### config.mk
export PLATFORM = sky130hd
export DESIGN_NAME = risc_regfile_sb
export DESIGN_NICKNAME = d
export VERILOG_FILES = /design/src/rtl/risc_pkg.sv /design/src/rtl/risc_rf_bypass.sv /design/src/rtl/risc_regfile_sb.sv
export SDC_FILE = /design/constraint.sdc
export NUM_CORES = 1
export LEC_CHECK = 0
export BUFFER_PORTS_ARGS = -buffer_cell sky130_fd_sc_hd__buf_2
export CAP_MARGIN = 20
export CORE_MARGIN = 8
export CORE_UTILIZATION = 40
export DETAILED_ROUTE_END_ITERATION = 8
export PLACE_DENSITY_LB_ADDON = 0.3
export SYNTH_ARGS = -nofsm -noshare
export SYNTH_HDL_FRONTEND = slang
export SYNTH_HIERARCHICAL = 1
export SYNTH_SLANG_ARGS = --single-unit
### constraint.sdc
create_clock -name clk -period 5.3 [get_ports clk]
set_input_delay 0.53 -clock clk [delete_from_list [all_inputs] [get_ports clk]]
set_output_delay 0.53 -clock clk [all_outputs]
set_load 0.01 [all_outputs]
### src/rtl/risc_pkg.sv
// Shared RISC16 definitions: default geometry, word/address types, idle value.
package risc_pkg;

  localparam int unsigned DEF_WIDTH = 16;
  localparam int unsigned DEF_NREGS = 8;
  localparam int unsigned DEF_AW    = $clog2(DEF_NREGS);

  typedef logic [DEF_WIDTH-1:0] word_t;
  typedef logic [DEF_AW-1:0]    raddr_t;

  // Value driven on a read port that is hard-wired to zero
  localparam word_t NOP = '0;

endpackage

### src/rtl/risc_rf_bypass.sv
// One register-file read port: write-back bypass priority mux plus operand-ready flag.
// Ports:
//   addr, stored, pend       - port address, stored register value and its pending bit
//   ld_done/ld_dst/ld_data   - load-return write this cycle
//   wr_en/wr_addr/wr_data    - ALU write-back this cycle
//   rd_en                    - port carries a real operand
//   data, ready, stall_req   - bypassed data, operand valid, stall contribution
module risc_rf_bypass
  import risc_pkg::*;
#(
  parameter int unsigned WIDTH   = DEF_WIDTH,
  parameter int unsigned AW      = DEF_AW,
  parameter int unsigned ZERO_R0 = 0
) (
  input  logic [AW-1:0]    addr,
  input  logic [WIDTH-1:0] stored,
  input  logic             pend,
  input  logic             ld_done,
  input  logic [AW-1:0]    ld_dst,
  input  logic [WIDTH-1:0] ld_data,
  input  logic             wr_en,
  input  logic [AW-1:0]    wr_addr,
  input  logic [WIDTH-1:0] wr_data,
  input  logic             rd_en,
  output logic [WIDTH-1:0] data,
  output logic             ready,
  output logic             stall_req
);

  logic is_zero;
  logic ld_hit;
  logic wr_hit;

  assign is_zero = (ZERO_R0 != 0) && (addr == '0);
  assign ld_hit  = ld_done && (ld_dst == addr);
  assign wr_hit  = wr_en && (wr_addr == addr);

  // Load return outranks ALU write-back, matching the storage write order
  always_comb begin
    data = stored;
    if (is_zero)     data = WIDTH'(NOP);
    else if (ld_hit) data = ld_data;
    else if (wr_hit) data = wr_data;
  end

  // r0 is never pending when hard-wired, so pend is already 0 there
  assign ready     = ~pend | ld_hit;
  assign stall_req = rd_en & ~ready;

endmodule

### src/rtl/risc_regfile_sb.sv
// Parametrised register file with zero-latency write-back bypass and load scoreboard.
// Ports:
//   clk, rst                 - clock, async active-high reset
//   rd_en/rd_addr            - per-port operand enable and address (port i at [i*AW +: AW])
//   rd_data/rd_ready/stall   - bypassed read data, operand-valid, stall request (combinational)
//   wr_en/wr_addr/wr_data    - ALU write-back port
//   ld_issue/ld_addr         - load issue, marks destination pending
//   ld_done/ld_dst/ld_data   - load return, writes and clears pending
//   flush                    - cancel all outstanding loads
//   pending, err             - registered pending vector, sticky protocol error
module risc_regfile_sb
  import risc_pkg::*;
#(
  parameter int unsigned WIDTH   = DEF_WIDTH,
  parameter int unsigned NREGS   = DEF_NREGS,
  parameter int unsigned NRD     = 2,
  parameter int unsigned ZERO_R0 = 0,
  localparam int unsigned AW     = $clog2(NREGS)
) (
  input  logic                 clk,
  input  logic                 rst,
  input  logic [NRD-1:0]       rd_en,
  input  logic [NRD*AW-1:0]    rd_addr,
  output logic [NRD*WIDTH-1:0] rd_data,
  output logic [NRD-1:0]       rd_ready,
  output logic                 stall,
  input  logic                 wr_en,
  input  logic [AW-1:0]        wr_addr,
  input  logic [WIDTH-1:0]     wr_data,
  input  logic                 ld_issue,
  input  logic [AW-1:0]        ld_addr,
  input  logic                 ld_done,
  input  logic [AW-1:0]        ld_dst,
  input  logic [WIDTH-1:0]     ld_data,
  input  logic                 flush,
  output logic [NREGS-1:0]     pending,
  output logic                 err
);

  logic [WIDTH-1:0] regs [NREGS];
  logic             wr_ok;
  logic             ld_ok;
  logic             iss_ok;
  logic [NREGS-1:0] set_v;
  logic [NREGS-1:0] clr_v;
  logic [NREGS-1:0] pending_nxt;
  logic             err_set;
  logic [NRD-1:0]   stall_req;

  // Accesses to a hard-wired r0 are dropped silently
  assign wr_ok  = wr_en    && !((ZERO_R0 != 0) && (wr_addr == '0));
  assign ld_ok  = ld_done  && !((ZERO_R0 != 0) && (ld_dst  == '0));
  assign iss_ok = ld_issue && !((ZERO_R0 != 0) && (ld_addr == '0));

  // Scoreboard next state and protocol-error detection
  always_comb begin
    set_v       = '0;
    clr_v       = '0;
    err_set     = 1'b0;
    if (iss_ok) set_v = NREGS'(1) << ld_addr;
    if (ld_ok)  clr_v = NREGS'(1) << ld_dst;
    pending_nxt = flush ? set_v : ((pending & ~clr_v) | set_v);
    if (iss_ok && pending[ld_addr] && !(ld_ok && (ld_dst == ld_addr))) err_set = 1'b1;
    if (wr_ok && pending[wr_addr])                                      err_set = 1'b1;
    if (ld_ok && !pending[ld_dst])                                      err_set = 1'b1;
    if (wr_ok && ld_ok && (wr_addr == ld_dst))                          err_set = 1'b1;
  end

  // Storage, pending vector and sticky error; load return is written last so it wins
  always_ff @(posedge clk or posedge rst) begin
    if (rst) begin
      for (int r = 0; r < int'(NREGS); r++) regs[r] <= '0;
      pending <= '0;
      err     <= 1'b0;
    end else begin
      if (wr_ok) regs[wr_addr] <= wr_data;
      if (ld_ok) regs[ld_dst]  <= ld_data;
      pending <= pending_nxt;
      if (err_set) err <= 1'b1;
    end
  end

  // Read ports
  for (genvar i = 0; i < int'(NRD); i++) begin : g_rd
    logic [AW-1:0] a;
    assign a = rd_addr[i*AW +: AW];

    risc_rf_bypass #(
      .WIDTH   (WIDTH),
      .AW      (AW),
      .ZERO_R0 (ZERO_R0)
    ) u_port (
      .addr      (a),
      .stored    (regs[a]),
      .pend      (pending[a]),
      .ld_done   (ld_ok),
      .ld_dst    (ld_dst),
      .ld_data   (ld_data),
      .wr_en     (wr_ok),
      .wr_addr   (wr_addr),
      .wr_data   (wr_data),
      .rd_en     (rd_en[i]),
      .data      (rd_data[i*WIDTH +: WIDTH]),
      .ready     (rd_ready[i]),
      .stall_req (stall_req[i])
    );
  end

  assign stall = |stall_req;

endmodule

==> metrics.md <==
| Metric | Value |
|---|---|
| # H-tree levels | 4 |
| Crit path from | rd_addr[5] |
| Final core occ | a little under half |
| Antenna violations before repair | 0 |
| Total clock buffers created by CTS | 17 |
| Mux share of post-synthesis cell area | ~37% |
| Clock Path Buffers | 2 |
| Setup-failing EPs final | 0 |
| Synth Register Bits | 137 |
| Worst r2r path cells | 4 |
| Hold WS | about 290 ps |
| Reg2reg setup slack | between 3000 and 4000 ps |
| Total gr overflow | 0 |
| RSZ-0062 raised after global routing | no |
| CTS root buffer | clkbuf_16 |
| DR DRC count | 0 |
| Share of cells above drive strength 1 | about 29% |
| Effective utilization at floorplan | ~41% |
| CP Data Required Time | 4770 ps |
| Vias per cell | ~5.7 |
| Simple-gate share of the synthesized area | 10.4% |
| Compound-Gate Fraction of Synth Area | 9.22% |
| Post-synthesis xor/xnor area fraction | about 1.6% |
| Critical path arrival | about 3000 ps |
| Largest net degree at the start of global routing | 95 |
| Fraction of registers with async set/reset | 100% |
| Crit-path max FO | 19 |
| Io pins | 99 |
| Initial DRC Count | 602 |
| Warnings, synthesis | 6 |
| Worst-path cell chain | buf_2, xnor2_1, nand4_1, and3_1, or2_2, buf_2 |
| Top cells by area, synth | dfrtp_1 (35%), mux2i_1 (17%), mux4_2 (17%) |
| Number of global-route vias before repair | approximately 7300 |
| Clock transition at the registers of the reported paths | roughly 60 ps |
| Synth top area share | 35.0% |
| Buf/Inv on CP | 2 |
| Largest family of logic cells by synthesized area | multiplexers |
| Minimum clock period | 3470 ps |
| Most frequent cells after synthesis | mux2i_1 (162), dfrtp_1 (137), nor2_1 (98) |
| Max-cap violations | 0 |
| Die area | approximately 0.030 mm2 |
| Antenna-violating nets left | 0 |
| Post-CTS Resized | 0 |
| Floorplan die height | 173 um |
| Final max-slew violation count | 0 |
| Number of diodes | 0 |
| Ys flop type | dfrtp_1 |
| Cell Pwr Density | ~350 mW/mm2 |
| Clock Skew | ~1.5 ps |
| Period utilization | about 65% |
| Adder-Cell Fraction of Synth Area | 0% |
| Outcome | completed |
| Worst slew pin tran | about 1100 ps |
| Critical Setup Path Class | primary input to output pin |
| Post-synth cell types | 40 |
| Hold crit path type | primary input to asynchronous set/reset pin |
| Slew margin rel. | between 20 and 30% |
| Dominant cell by count in the synthesized netlist | mux2i_1 |
| Max stage delay on crit path | roughly 750 ps |
| Nets | roughly 1000 |
| Worst-Skew Late Latency | 420 ps |
| Worst setup EP type | output pin |
| Final WL | roughly 28 mm |
| Leading area contributor after synthesis | dfrtp_1 |
| CTS sink count | between 100 and 150 |
| DR pass1 iterations | 5 |
| Syn Nets | about 980 |
| Cells after Synth | 920 |
| Final TNS setup | 0 ps |
| Setup crit start kind | primary input |
| EDFF count, synth | 0 |
| Reg2reg end | err$_DFFE_PP0P_ |
| First-pass GRT wire length | between 40 and 50 mm |
| Finished layout cell area | between 0.01 and 0.015 mm2 |
| Detailed placement HPWL | around 17 mm |
| CP max-delay cell | nand4_1 |
| Core footprint | 0.0242 mm2 |
| Fmax | between 200 and 300 MHz |
| CTS tree | done |
| Post-CTS Hold Fix Bufs | 0 |
| CP most frequent cell | buf_2 |
| GPL Wtd Cong | 0.790 |
| Crit path max-delay family | simple AND/OR/NAND/NOR gates |
| Wire per inst | 21.9 um |
| Syn-to-layout area delta | 11.7% |
| Lkg Pwr | between 4 and 5 nW |
| Routed vias | between 7000 and 8000 |
| Row Count | 57 |
| Post-Synthesis Cell Area | 0.00980 mm2 |
| Register area share after synthesis | about a third |
| FF-to-FF Start | pending[5]$_DFF_PP0_ |
| Port bufs | approximately 100 |
| Synth Area per Inst | 10.6 um2 |
| Final hold viol count | 0 |
| Die width | between 150 and 200 um |
| Worst VDD drop | about 0.21 mV |
| Dpl cell area | 0.0103 mm2 |
| Post-CTS setup buffer count | 0 |
| GRT Total Usage | 18.9% |
layout by cell type (no fill, tap or decap), types with 3 or more instances in the layout:
cell       Yosys  final
mux2i_1      162    162
dfrtp_1      137    137
nor2_1        98     98
buf_2         23     98
a21oi_1       96     96
nand2_1       75     75
mux4_2        72     72
o21ai_1       36     36
mux2_2        35     35
o21ai_0       28     28
buf_4         17     22
clkbuf_16      0     17
xnor2_1       15     15
nand4b_1       6      6
nand4_1        5      5
nand2b_1       5      5
bufinv_16      0      5
nand3b_1       4      4
o32ai_1        4      4
nor3_4         2      4
o21ai_2        4      4
nor3b_4        0      4
clkbuf_8       1      4
inv_1          4      3
xor2_1         3      3
clkinv_2       0      3
worst reg2reg max path: cells and delay by family (launching register included):
kind            cells  cell delay (ps)
mux                 1              480
flops               1              470
simple gates        1              150
compound gates      2              190
kinds of logic after synthesis:
| group | after synthesis |
|---|---|
| buffers and inverters | 111 |
| AO/OA/AOI/OAI | 172 |
| XOR/XNOR | 18 |
| multiplexers | 269 |
| flip-flops | 137 |
| AND/OR/NAND/NOR | 213 |
stage by stage:
| step | power (mW) | cells | setup WS, ps |
|---|---|---|---|
| global route | 4.02 | 1289 | 1750 |
| global placement | 2.47 | 1257 | 1900 |
| finish | 3.83 | 1289 | 1830 |
| detailed placement | 2.50 | 1257 | 1870 |
| CTS | 3.85 | 1289 | 1860 |
| floorplan | 2.20 | 920 | 1100 |
how the worst max path moves through the flow:
stage / end / slack (ps) / cells after the start
2_1_floorplan: err$_DFFE_PP0P_ / 1100 / 1
3_3_place_gp: rd_data[25] / 1900 / 7
3_5_place_dp: rd_data[25] / 1870 / 7
4_1_cts: rd_data[25] / 1860 / 7
5_1_grt: stall / 1750 / 6
6_report: stall / 1830 / 6
layer usage:
metal	up-vias	GRT usage, %	routed length (um)
li1	3407	-	-
met5	-	0	0
met3	29	3.20	1810
met2	246	30.5	13500
met4	0	5.36	404
met1	3688	25.8	12500
power by group:
group          switching, mW  leakage [nW]  total (mW)  internal (mW)
logic                  0.485          2.89        1.04          0.560
registers              0.170          1.62        1.44           1.27
clock network          0.463         0.329        1.35          0.886
total                   1.12          4.85        3.83           2.71
flip-flops by register name, summed over array words and instances, names as in the netlist:
signal   cells
pending      8
err          1
regs       128
final cells by class:
type,count,area [um2]
fill,2262,13200
multi-input combinational,672,5760
sequential,137,3430
timing repair buffer,120,656
clock buffer,21,480
tap,324,405
clock inverter,11,190
inverter,4,20.0
(Power assumes the default switching activity.)
